`src/rtl/mc_control_unit_if.sv`:
```
// Control bus between the multicycle controller and the 32-bit datapath.
// The controller is the master: it reads opcode/funct/zero and drives every strobe.
interface mc_control_unit_if;
    logic [5:0] opcode;
    logic [5:0] funct;
    logic       zero;
    logic [2:0] alu_ctrl;
    logic       alu_src_a;
    logic [1:0] alu_src_b;
    logic [1:0] pc_src;
    logic       pc_en;
    logic       i_or_d;
    logic       mem_read;
    logic       mem_write;
    logic       ir_write;
    logic       reg_dst;
    logic       mem_to_reg;
    logic       reg_write;
    logic       halted;

    modport master (
        input  opcode, funct, zero,
        output alu_ctrl, alu_src_a, alu_src_b, pc_src, pc_en, i_or_d, mem_read,
               mem_write, ir_write, reg_dst, mem_to_reg, reg_write, halted
    );

    modport slave (
        output opcode, funct, zero,
        input  alu_ctrl, alu_src_a, alu_src_b, pc_src, pc_en, i_or_d, mem_read,
               mem_write, ir_write, reg_dst, mem_to_reg, reg_write, halted
    );
endinterface

```
`src/rtl/mc_control_unit.sv`:
```
// Multicycle MIPS-subset controller: one microstep per clock, registered Moore outputs.
// Optional MC_CTRL_ILLEGAL_TRAP_EN makes illegal instructions halt until reset.
module mc_control_unit #(
    parameter int unsigned MEM_WAIT = 0
) (
    input  logic                clk,
    input  logic                rst_n,
    mc_control_unit_if.master   bus
);
    typedef enum logic [3:0] {
        S_FETCH     = 4'd0,
        S_DECODE    = 4'd1,
        S_R_EXEC    = 4'd2,
        S_R_WB      = 4'd3,
        S_MEM_ADDR  = 4'd4,
        S_MEM_READ  = 4'd5,
        S_MEM_WB    = 4'd6,
        S_MEM_WRITE = 4'd7,
        S_BRANCH    = 4'd8,
        S_ADDI_EXEC = 4'd9,
        S_ADDI_WB   = 4'd10,
        S_JUMP      = 4'd11,
        S_ILLEGAL   = 4'd12
    } state_t;

    typedef enum logic [2:0] {
        OP_ADD, OP_SUB, OP_AND, OP_OR, OP_SLT, OP_LW, OP_SW, OP_NONE
    } op_t;

    typedef struct packed {
        logic [2:0] alu_ctrl;
        logic       alu_src_a;
        logic [1:0] alu_src_b;
        logic [1:0] pc_src;
        logic       pc_en;
        logic       i_or_d;
        logic       mem_read;
        logic       mem_write;
        logic       ir_write;
        logic       reg_dst;
        logic       mem_to_reg;
        logic       reg_write;
        logic       halted;
    } ctrl_t;

    localparam logic [2:0] ALU_AND = 3'b000;
    localparam logic [2:0] ALU_OR  = 3'b001;
    localparam logic [2:0] ALU_ADD = 3'b010;
    localparam logic [2:0] ALU_SUB = 3'b110;
    localparam logic [2:0] ALU_SLT = 3'b111;
    localparam logic [3:0] WAIT_LAST = 4'(MEM_WAIT);

    state_t     state_q, state_d;
    logic [3:0] cnt_q, cnt_d;
    op_t        op_q, op_d;
    logic       run_q;
    ctrl_t      ctrl_q, ctrl_d;
    logic       cnt_last;

    // Outputs for a given (state, wait count, op class); registered so they line up with state_q.
    function automatic ctrl_t decode(state_t s, logic [3:0] cnt, op_t op);
        ctrl_t c = '0;
        case (s)
            S_FETCH: begin
                c.mem_read  = 1'b1;
                c.alu_src_b = 2'b01;
                c.alu_ctrl  = ALU_ADD;
                if (cnt == WAIT_LAST) begin
                    c.ir_write = 1'b1;
                    c.pc_en    = 1'b1;
                end
            end
            S_DECODE: begin
                c.alu_src_b = 2'b11;
                c.alu_ctrl  = ALU_ADD;
            end
            S_R_EXEC: begin
                c.alu_src_a = 1'b1;
                case (op)
                    OP_SUB:  c.alu_ctrl = ALU_SUB;
                    OP_AND:  c.alu_ctrl = ALU_AND;
                    OP_OR:   c.alu_ctrl = ALU_OR;
                    OP_SLT:  c.alu_ctrl = ALU_SLT;
                    default: c.alu_ctrl = ALU_ADD;
                endcase
            end
            S_R_WB: begin
                c.reg_write = 1'b1;
                c.reg_dst   = 1'b1;
            end
            S_MEM_ADDR, S_ADDI_EXEC: begin
                c.alu_src_a = 1'b1;
                c.alu_src_b = 2'b10;
                c.alu_ctrl  = ALU_ADD;
            end
            S_MEM_READ: begin
                c.mem_read = 1'b1;
                c.i_or_d   = 1'b1;
            end
            S_MEM_WB: begin
                c.reg_write  = 1'b1;
                c.mem_to_reg = 1'b1;
            end
            S_MEM_WRITE: begin
                c.mem_write = 1'b1;
                c.i_or_d    = 1'b1;
            end
            S_BRANCH: begin
                c.alu_src_a = 1'b1;
                c.alu_ctrl  = ALU_SUB;
                c.pc_src    = 2'b01;
            end
            S_ADDI_WB: c.reg_write = 1'b1;
            S_JUMP: begin
                c.pc_src = 2'b10;
                c.pc_en  = 1'b1;
            end
`ifdef MC_CTRL_ILLEGAL_TRAP_EN
            S_ILLEGAL: c.halted = 1'b1;
`endif
            default: ;
        endcase
        return c;
    endfunction

    assign cnt_last = (cnt_q == WAIT_LAST);

    // NOTE: every always_comb output gets a default first, otherwise a missed branch infers a latch.
    always_comb begin
        state_d = state_q;
        cnt_d   = '0;
        op_d    = op_q;
        if (!run_q) begin
            // First edge after reset only arms the FSM so FETCH starts with count 0.
            state_d = S_FETCH;
        end else begin
            case (state_q)
                S_FETCH:     if (cnt_last) state_d = S_DECODE;    else cnt_d = cnt_q + 4'd1;
                S_MEM_READ:  if (cnt_last) state_d = S_MEM_WB;    else cnt_d = cnt_q + 4'd1;
                S_MEM_WRITE: if (cnt_last) state_d = S_FETCH;     else cnt_d = cnt_q + 4'd1;
                S_DECODE: begin
                    op_d    = OP_NONE;
                    state_d = S_ILLEGAL;
                    case (bus.opcode)
                        6'b000000: begin
                            state_d = S_R_EXEC;
                            case (bus.funct)
                                6'b100000: op_d = OP_ADD;
                                6'b100010: op_d = OP_SUB;
                                6'b100100: op_d = OP_AND;
                                6'b100101: op_d = OP_OR;
                                6'b101010: op_d = OP_SLT;
                                default:   state_d = S_ILLEGAL;
                            endcase
                        end
                        6'b100011: begin op_d = OP_LW; state_d = S_MEM_ADDR; end
                        6'b101011: begin op_d = OP_SW; state_d = S_MEM_ADDR; end
                        6'b000100: state_d = S_BRANCH;
                        6'b001000: state_d = S_ADDI_EXEC;
                        6'b000010: state_d = S_JUMP;
                        default:   state_d = S_ILLEGAL;
                    endcase
                end
                S_R_EXEC:    state_d = S_R_WB;
                S_MEM_ADDR:  state_d = (op_q == OP_SW) ? S_MEM_WRITE : S_MEM_READ;
                S_ADDI_EXEC: state_d = S_ADDI_WB;
                S_R_WB, S_MEM_WB, S_ADDI_WB, S_BRANCH, S_JUMP: state_d = S_FETCH;
`ifdef MC_CTRL_ILLEGAL_TRAP_EN
                S_ILLEGAL:   state_d = S_ILLEGAL;
`else
                S_ILLEGAL:   state_d = S_FETCH;
`endif
                default:     state_d = S_FETCH;
            endcase
        end
        ctrl_d = decode(state_d, cnt_d, op_d);
    end

    // NOTE: sequential state uses non-blocking assignments so all registers update from pre-edge values.
    always_ff @(posedge clk or negedge rst_n) begin
        if (!rst_n) begin
            state_q <= S_FETCH;
            cnt_q   <= '0;
            op_q    <= OP_NONE;
            run_q   <= 1'b0;
            ctrl_q  <= '0;
        end else begin
            state_q <= state_d;
            cnt_q   <= cnt_d;
            op_q    <= op_d;
            run_q   <= 1'b1;
            ctrl_q  <= ctrl_d;
        end
    end

    assign bus.alu_ctrl   = ctrl_q.alu_ctrl;
    assign bus.alu_src_a  = ctrl_q.alu_src_a;
    assign bus.alu_src_b  = ctrl_q.alu_src_b;
    assign bus.pc_src     = ctrl_q.pc_src;
    // Branch decision is the one combinational path: zero arrives during the BRANCH cycle itself.
    assign bus.pc_en      = ctrl_q.pc_en | ((state_q == S_BRANCH) & bus.zero);
    assign bus.i_or_d     = ctrl_q.i_or_d;
    assign bus.mem_read   = ctrl_q.mem_read;
    assign bus.mem_write  = ctrl_q.mem_write;
    assign bus.ir_write   = ctrl_q.ir_write;
    assign bus.reg_dst    = ctrl_q.reg_dst;
    assign bus.mem_to_reg = ctrl_q.mem_to_reg;
    assign bus.reg_write  = ctrl_q.reg_write;
    assign bus.halted     = ctrl_q.halted;
endmodule

```
`src/flat_wrapper.sv`:
```
// flat-port wrapper written by rule: the top's interface ports become plain ports
module mc_control_unit_flat 
#(
    parameter int unsigned MEM_WAIT = 0
)
  (clk, rst_n, bus_opcode, bus_funct, bus_zero, bus_alu_ctrl, bus_alu_src_a, bus_alu_src_b, bus_pc_src, bus_pc_en, bus_i_or_d, bus_mem_read, bus_mem_write, bus_ir_write, bus_reg_dst, bus_mem_to_reg, bus_reg_write, bus_halted);
  mc_control_unit_if bus_i ();
  input  logic clk;
  input  logic rst_n;
  input wire logic [$bits(bus_i.opcode)-1:0] bus_opcode;
  input wire logic [$bits(bus_i.funct)-1:0] bus_funct;
  input wire logic [$bits(bus_i.zero)-1:0] bus_zero;
  output wire logic [$bits(bus_i.alu_ctrl)-1:0] bus_alu_ctrl;
  output wire logic [$bits(bus_i.alu_src_a)-1:0] bus_alu_src_a;
  output wire logic [$bits(bus_i.alu_src_b)-1:0] bus_alu_src_b;
  output wire logic [$bits(bus_i.pc_src)-1:0] bus_pc_src;
  output wire logic [$bits(bus_i.pc_en)-1:0] bus_pc_en;
  output wire logic [$bits(bus_i.i_or_d)-1:0] bus_i_or_d;
  output wire logic [$bits(bus_i.mem_read)-1:0] bus_mem_read;
  output wire logic [$bits(bus_i.mem_write)-1:0] bus_mem_write;
  output wire logic [$bits(bus_i.ir_write)-1:0] bus_ir_write;
  output wire logic [$bits(bus_i.reg_dst)-1:0] bus_reg_dst;
  output wire logic [$bits(bus_i.mem_to_reg)-1:0] bus_mem_to_reg;
  output wire logic [$bits(bus_i.reg_write)-1:0] bus_reg_write;
  output wire logic [$bits(bus_i.halted)-1:0] bus_halted;
  assign bus_i.opcode = bus_opcode;
  assign bus_i.funct = bus_funct;
  assign bus_i.zero = bus_zero;
  assign bus_alu_ctrl = bus_i.alu_ctrl;
  assign bus_alu_src_a = bus_i.alu_src_a;
  assign bus_alu_src_b = bus_i.alu_src_b;
  assign bus_pc_src = bus_i.pc_src;
  assign bus_pc_en = bus_i.pc_en;
  assign bus_i_or_d = bus_i.i_or_d;
  assign bus_mem_read = bus_i.mem_read;
  assign bus_mem_write = bus_i.mem_write;
  assign bus_ir_write = bus_i.ir_write;
  assign bus_reg_dst = bus_i.reg_dst;
  assign bus_mem_to_reg = bus_i.mem_to_reg;
  assign bus_reg_write = bus_i.reg_write;
  assign bus_halted = bus_i.halted;
  mc_control_unit #(.MEM_WAIT(MEM_WAIT)) u_core (.clk(clk), .rst_n(rst_n), .bus(bus_i));
endmodule
```
`config.mk`:
```
export PLATFORM = sky130hd
export DESIGN_NAME = mc_control_unit_flat
export DESIGN_NICKNAME = d
export VERILOG_FILES = /design/src/rtl/mc_control_unit_if.sv /design/src/rtl/mc_control_unit.sv /design/src/flat_wrapper.sv
export SDC_FILE = /design/constraint.sdc
export NUM_CORES = 1
export LEC_CHECK = 0
export ABC_AREA = 1
export CAP_MARGIN = 30
export CORE_UTILIZATION = 55
export CTS_BUF_LIST = sky130_fd_sc_hd__clkbuf_8
export DETAILED_ROUTE_END_ITERATION = 8
export GPL_TIMING_DRIVEN = 0
export PLACE_DENSITY = 0.86
export SLEW_MARGIN = 20
export SYNTH_ARGS = -nofsm -noshare
export SYNTH_HDL_FRONTEND = slang
export SYNTH_SLANG_ARGS = --single-unit
```
`constraint.sdc`:
```
create_clock -name clk -period 1.8 [get_ports clk]
set_input_delay 0.36 -clock clk [delete_from_list [all_inputs] [get_ports clk]]
set_output_delay 0.36 -clock clk [all_outputs]
set_load 0.05 [all_outputs]
```
# Word level (Yosys, flattened, before mapping)
# Cells that the tools add are included.
[classes]
n_bitwise = 2
n_addsub = 1
n_reduce_logical = 14
muxes = 29
n_eq_ne = 33
[op_table]
columns = ["operator", "count"]
rows = [
  ["6-bit == test, second input constant", 7],
  ["4-bit 2-to-1 mux", 8],
  ["4-bit by 3-bit == test with 1-bit output, second input constant", 7],
  ["4-bit one-hot mux with 7 select lines", 1],
  ["4-bit == test, second input constant", 6],
  ["4-bit one-hot mux with 5 select lines", 1],
  ["3-bit one-hot mux with 3 select lines", 2],
  ["4-bit zero test", 4],
  ["3-bit one-hot mux with 5 select lines", 1],
  ["4-bit by 2-bit == test with 1-bit output, second input constant", 3],
  ["3-bit one-hot mux with 4 select lines", 1],
  ["1-bit 2-to-1 mux", 9],
  ["4-bit by 1-bit == test with 1-bit output, second input constant", 2],
  ["2-bit OR reduction", 4],
  ["4-bit OR reduction", 2],
  ["3-bit by 2-bit == test with 1-bit output, second input constant", 2],
  ["3-bit == test, second input constant", 2],
  ["6-bit by 2-bit == test with 1-bit output, second input constant", 1],
  ["6-bit by 3-bit == test with 1-bit output, second input constant", 1],
  ["6-bit by 4-bit == test with 1-bit output, second input constant", 1],
  ["6-bit zero test", 1],
  ["3-bit 2-to-1 mux", 2],
  ["2-bit one-hot mux with 3 select lines", 1],
  ["3-bit OR reduction", 2],
  ["8 further kinds", 8],
]
[totals]
in_bits = 15
reg_bits = 28
wordCells = 95
output_inout_bits = 17

# Logic depth before layout (Yosys ltp)
[depth]
word_depth = 9
mapped_depth = 15
depth_no_buf = 15

# Least setup slack after synthesis
# OpenSTA, ideal clock, no wires.
[synth_path]
path_kind = "reg2reg"
startpoint = "register u_core.cnt_q[0]"
endpoint = "register u_core.ctrl_q, in the netlist u_core.bus.alu_ctrl[1]"
path_buffers = 0
arrival_ns = 1.466
setup_ns = 0.128
slack_ns = 0.207
path_stages_with_launch = 14
t_required_ns = 1.672
period_less_slack_ns = 1.593
path_cell_list = "dfrtp_1 -> inv_1 -> ha_1 -> nand2_1 -> inv_1 -> nor2_1 -> nor3_2 -> nand2_2 -> nand2_4 -> inv_2 -> nand2_4 -> nor2_2 -> nor2_4 -> nand3_2"
[synth_lines]
columns = ["element", "line_no", "rtl"]
rows = [
  ["from (decl)", "mc_control_unit.sv:54", "logic [3:0] cnt_q, cnt_d;"],
  ["from (signal assigned)", "mc_control_unit.sv:189", "cnt_q <= cnt_d;"],
  ["to (signal assigned)", "mc_control_unit.sv:192", "ctrl_q <= ctrl_d;"],
  ["to (decl)", "mc_control_unit.sv:57", "ctrl_t ctrl_q, ctrl_d;"],
]

==> run_results.csv <==
group,metric,value,unit
run_status,status,"finished, violations left",
run_status,violations,"setup timing",
cts,ctsHoldBuffers,0,
job,max-cap-violations,0,
logic_synthesis,muxShareOfSynthArea,0,
logic_synthesis,ys_ff_latch,28,
place,portBuffers,30,
pwr,vdd_ir_drop_max,0.9863,mV
sta,finalHoldViolations,0,
layout,fin_util,0.7840,
routing,vias,1604,
cts,clkSlewWorstSetupHoldPaths,0.09,ns
sta,timing.final.crit_share,1.034,
sta,fin_skew,0.002070,ns
setup_path,arrival,2.02,ns
routing,ant_nets,0,
logic_synthesis,synthCells,238,
sta,fin_crit,1.861,ns
pwr,leakagePower,1.416,nW
pwr,p_per_area,1286,nW/um^2
setup_path,rr_worst_depth,12,
floorplan,io_pins,32,
layout,fin_nets,303,
setup_path,critical_path_class,"reg -> reg",
logic_synthesis,synth-xor-area-share,0.009466,
global_route,grt_pass1_vias,1385,
logic_synthesis,synth_top_family_by_area,"simple AND/OR/NAND/NOR gates",
logic_synthesis,yosys_warnings,0,
place,dp_hpwl,2633,microns
logic_synthesis,synth_nets,255,
logic_synthesis,synth-simple-area-share,0.4212,
layout,fillCellCount,201,
setup_path,critPathMaxFanout,4,
routing,drtIter0Drc,109,
logic_synthesis,synth_compound_area_frac,0.03516,
logic_synthesis,ys_types,31,
min_path,hold_path_class,"in -> async",
logic_synthesis,yosysSeqAreaShare,0.3807,
routing,wl,4115,microns
setup_path,cp_data_required_time,1.95,ns
layout,layout_common_cells,"nand2_1 (39), inv_1 (29), dfrtp_1 (23)",
floorplan,core_region_area,3128,sq um
place,place_congestion,0.8592,
cts,clk_latency,0.27,ns
sta,rsz0062_at_grt,"yes",
layout,stdcell_count,329,
global_route,grt_usage,0.2223,
cts,cts_buffers,3,
cts,htree_levels,1,
cts,cts_buffer_depth,2,
sta,fin_ws,-0.06094,ns
routing,vias_per_cell,4.875,
global_route,grt_pass1_wl,5892,microns
sta,worst_slew_pin_slew,0.5811,ns
cts,clockRootBuffer,"clkbuf_8",
floorplan,die_y,60.01,microns
sta,slew_headroom,0.6126,
place,dp_cells,312,
routing,drt-pass1-iter-count,4,
layout,stdcell_area,2452,sq um
setup_path,critPathLaunchType,"flop",
global_route,grt_overflow,0,
floorplan,rows,20,
layout,diodes,0,
sta,slew_violations,0,
floorplan,dieArea,3601,sq um
layout,drive_above_1_share,0.3895,
sta,fmax,537.4,MHz
routing,wl_per_cell,12.51,microns
sta,setup_viol,3,
cts,cts_tree,"yes",
layout,reg_top3,"u_core.cnt_q: 4 flops, u_core.state_q: 4 flops",
place,placed_area,2201,sq um
global_route,antenna_found_initial,0,
floorplan,initial_utilization,0.5916,
setup_path,endpoint_kind,"flop",
layout,mostFrequentLayoutCell,"nand2_1",
logic_synthesis,syn_area_per_cell,7.775,sq um
global_route,grt_max_degree,29,
logic_synthesis,netlist_area,1851,sq um
cts,clock_sinks,28,
floorplan,fp.dieW,60.01,microns
layout,synthToLayoutAreaGrowth,32.52,%
logic_synthesis,synthAdderAreaFrac,0.01352,
place,pre_cts_ws,-0.3570,ns
routing,post-route-drc-count,0,
-- kinds of logic after synthesis --
kind of cell	Yosys count
fa+ha+maj	2
flops	28
buf+inv	57
compound gates	9
simple gates	138
other cells	2
xor+xnor	2
-- final timing paths --
kind	start	end	slack [ns]
max	u_core.cnt_q[2]$_DFF_PN0_	u_core.bus.alu_ctrl[1]$_DFF_PN0_	-0.06
min	rst_n	u_core.cnt_q[0]$_DFF_PN0_	0.07
max reg2reg	u_core.cnt_q[2]$_DFF_PN0_	u_core.bus.alu_ctrl[1]$_DFF_PN0_	-0.06
min reg2reg	u_core.op_q[0]$_DFF_PN1_	u_core.op_q[0]$_DFF_PN1_	0.63
max in group asynchronous	rst_n	u_core.state_q[3]$_DFF_PN0_	1.31
min in group clk	u_core.op_q[0]$_DFF_PN1_	u_core.op_q[0]$_DFF_PN1_	0.63
-- power by group --
group | leakage (nW) | internal [mW] | switching [mW]
Clock | 0.0288 | 0.196 | 0.187
Sequential | 0.355 | 0.795 | 0.0996
Combinational | 1.03 | 0.636 | 1.24
Total | 1.42 | 1.63 | 1.53
-- metrics by stage --
| step | hold WS [ns] | TNS [ns] | total power, mW |
|---|---|---|---|
| 6_report | 0.07222 | -0.1235 | 3.155 |
| 5_1_grt | 0.1203 | -0.6778 | 3.327 |
| 4_1_cts | 0.09440 | 0 | 2.922 |
| 3_5_place_dp | 0.3920 | -4.569 | 2.557 |
| 3_3_place_gp | 0.5751 | -4.260 | 2.533 |
| 2_1_floorplan | 0.06441 | 0 | 2.167 |
-- what timing repair did --
| item | 4_1_cts | 5_1_grt |
|---|---|---|
| pin swaps | 10 | 19 |
| buffers inserted | 3 | 10 |
| gates resized for setup | 26 | 32 |
| setup endpoints to repair | 17 | 19 |
-- layout make-up --
| class | instances | area (sq um) | share of cell area |
|---|---|---|---|
| inverter | 48 | 185.2 | 0.07551 |
| buffer | 9 | 71.32 | 0.02908 |
| tap | 44 | 55.05 | 0.02245 |
| timing repair buffer | 43 | 399.1 | 0.1628 |
| clock buffer | 4 | 55.05 | 0.02245 |
| sequential | 28 | 706.9 | 0.2883 |
| multi-input combinational | 153 | 979.7 | 0.3995 |
-- synth_stat cells --
library cell	count	area share
nand2_2	13	0.044
ha_1	2	0.014
dfstp_2	3	0.043
o211ai_1	1	0.0041
o21ai_2	1	0.0047
a21oi_1	1	0.0027
dfrtp_1	25	0.34
conb_1	2	0.0041
buf_4	8	0.032
or2_1	1	0.0034
nand2_4	5	0.030
o21a_1	1	0.0041
nor2_2	11	0.037
nor2_1	16	0.032
o22ai_1	2	0.0068
nor3_2	1	0.0054
nor3_1	4	0.011
nand4_1	3	0.010
a41o_1	1	0.0054
inv_2	11	0.022
nand3b_1	2	0.0081
xor2_1	2	0.0095
buf_6	1	0.0061
nor2_4	7	0.043
inv_1	36	0.073
nand3_1	21	0.057
o21ai_1	1	0.0027
a21oi_2	1	0.0047
clkinv_1	1	0.0020
nand3_2	9	0.049
nand2_1	45	0.091
-- routing by layer --
layer / track usage / up-vias / part of all wire
met5: 0 / - / 0
li1: - / 818 / -
met1: 0.2915 / 730 / 0.44
met2: 0.3635 / 45 / 0.51
met3: 0.04762 / 11 / 0.035
met4: 0.07641 / 0 / 0.021
-- critical path, cell delays in order, from the launching register on --
cell and delay (ns):
dfrtp_1 0.42, nor2_1 0.21, nand2_4 0.09, inv_4 0.09, nor2_2 0.05, nor3_2 0.18
nand2_2 0.13, nand2_4 0.14, inv_4 0.05, nand2_4 0.06, nor2_4 0.04, nor2_4 0.17
nand3_2 0.10
No activity file was read; power rests on OpenSTA's default activity.
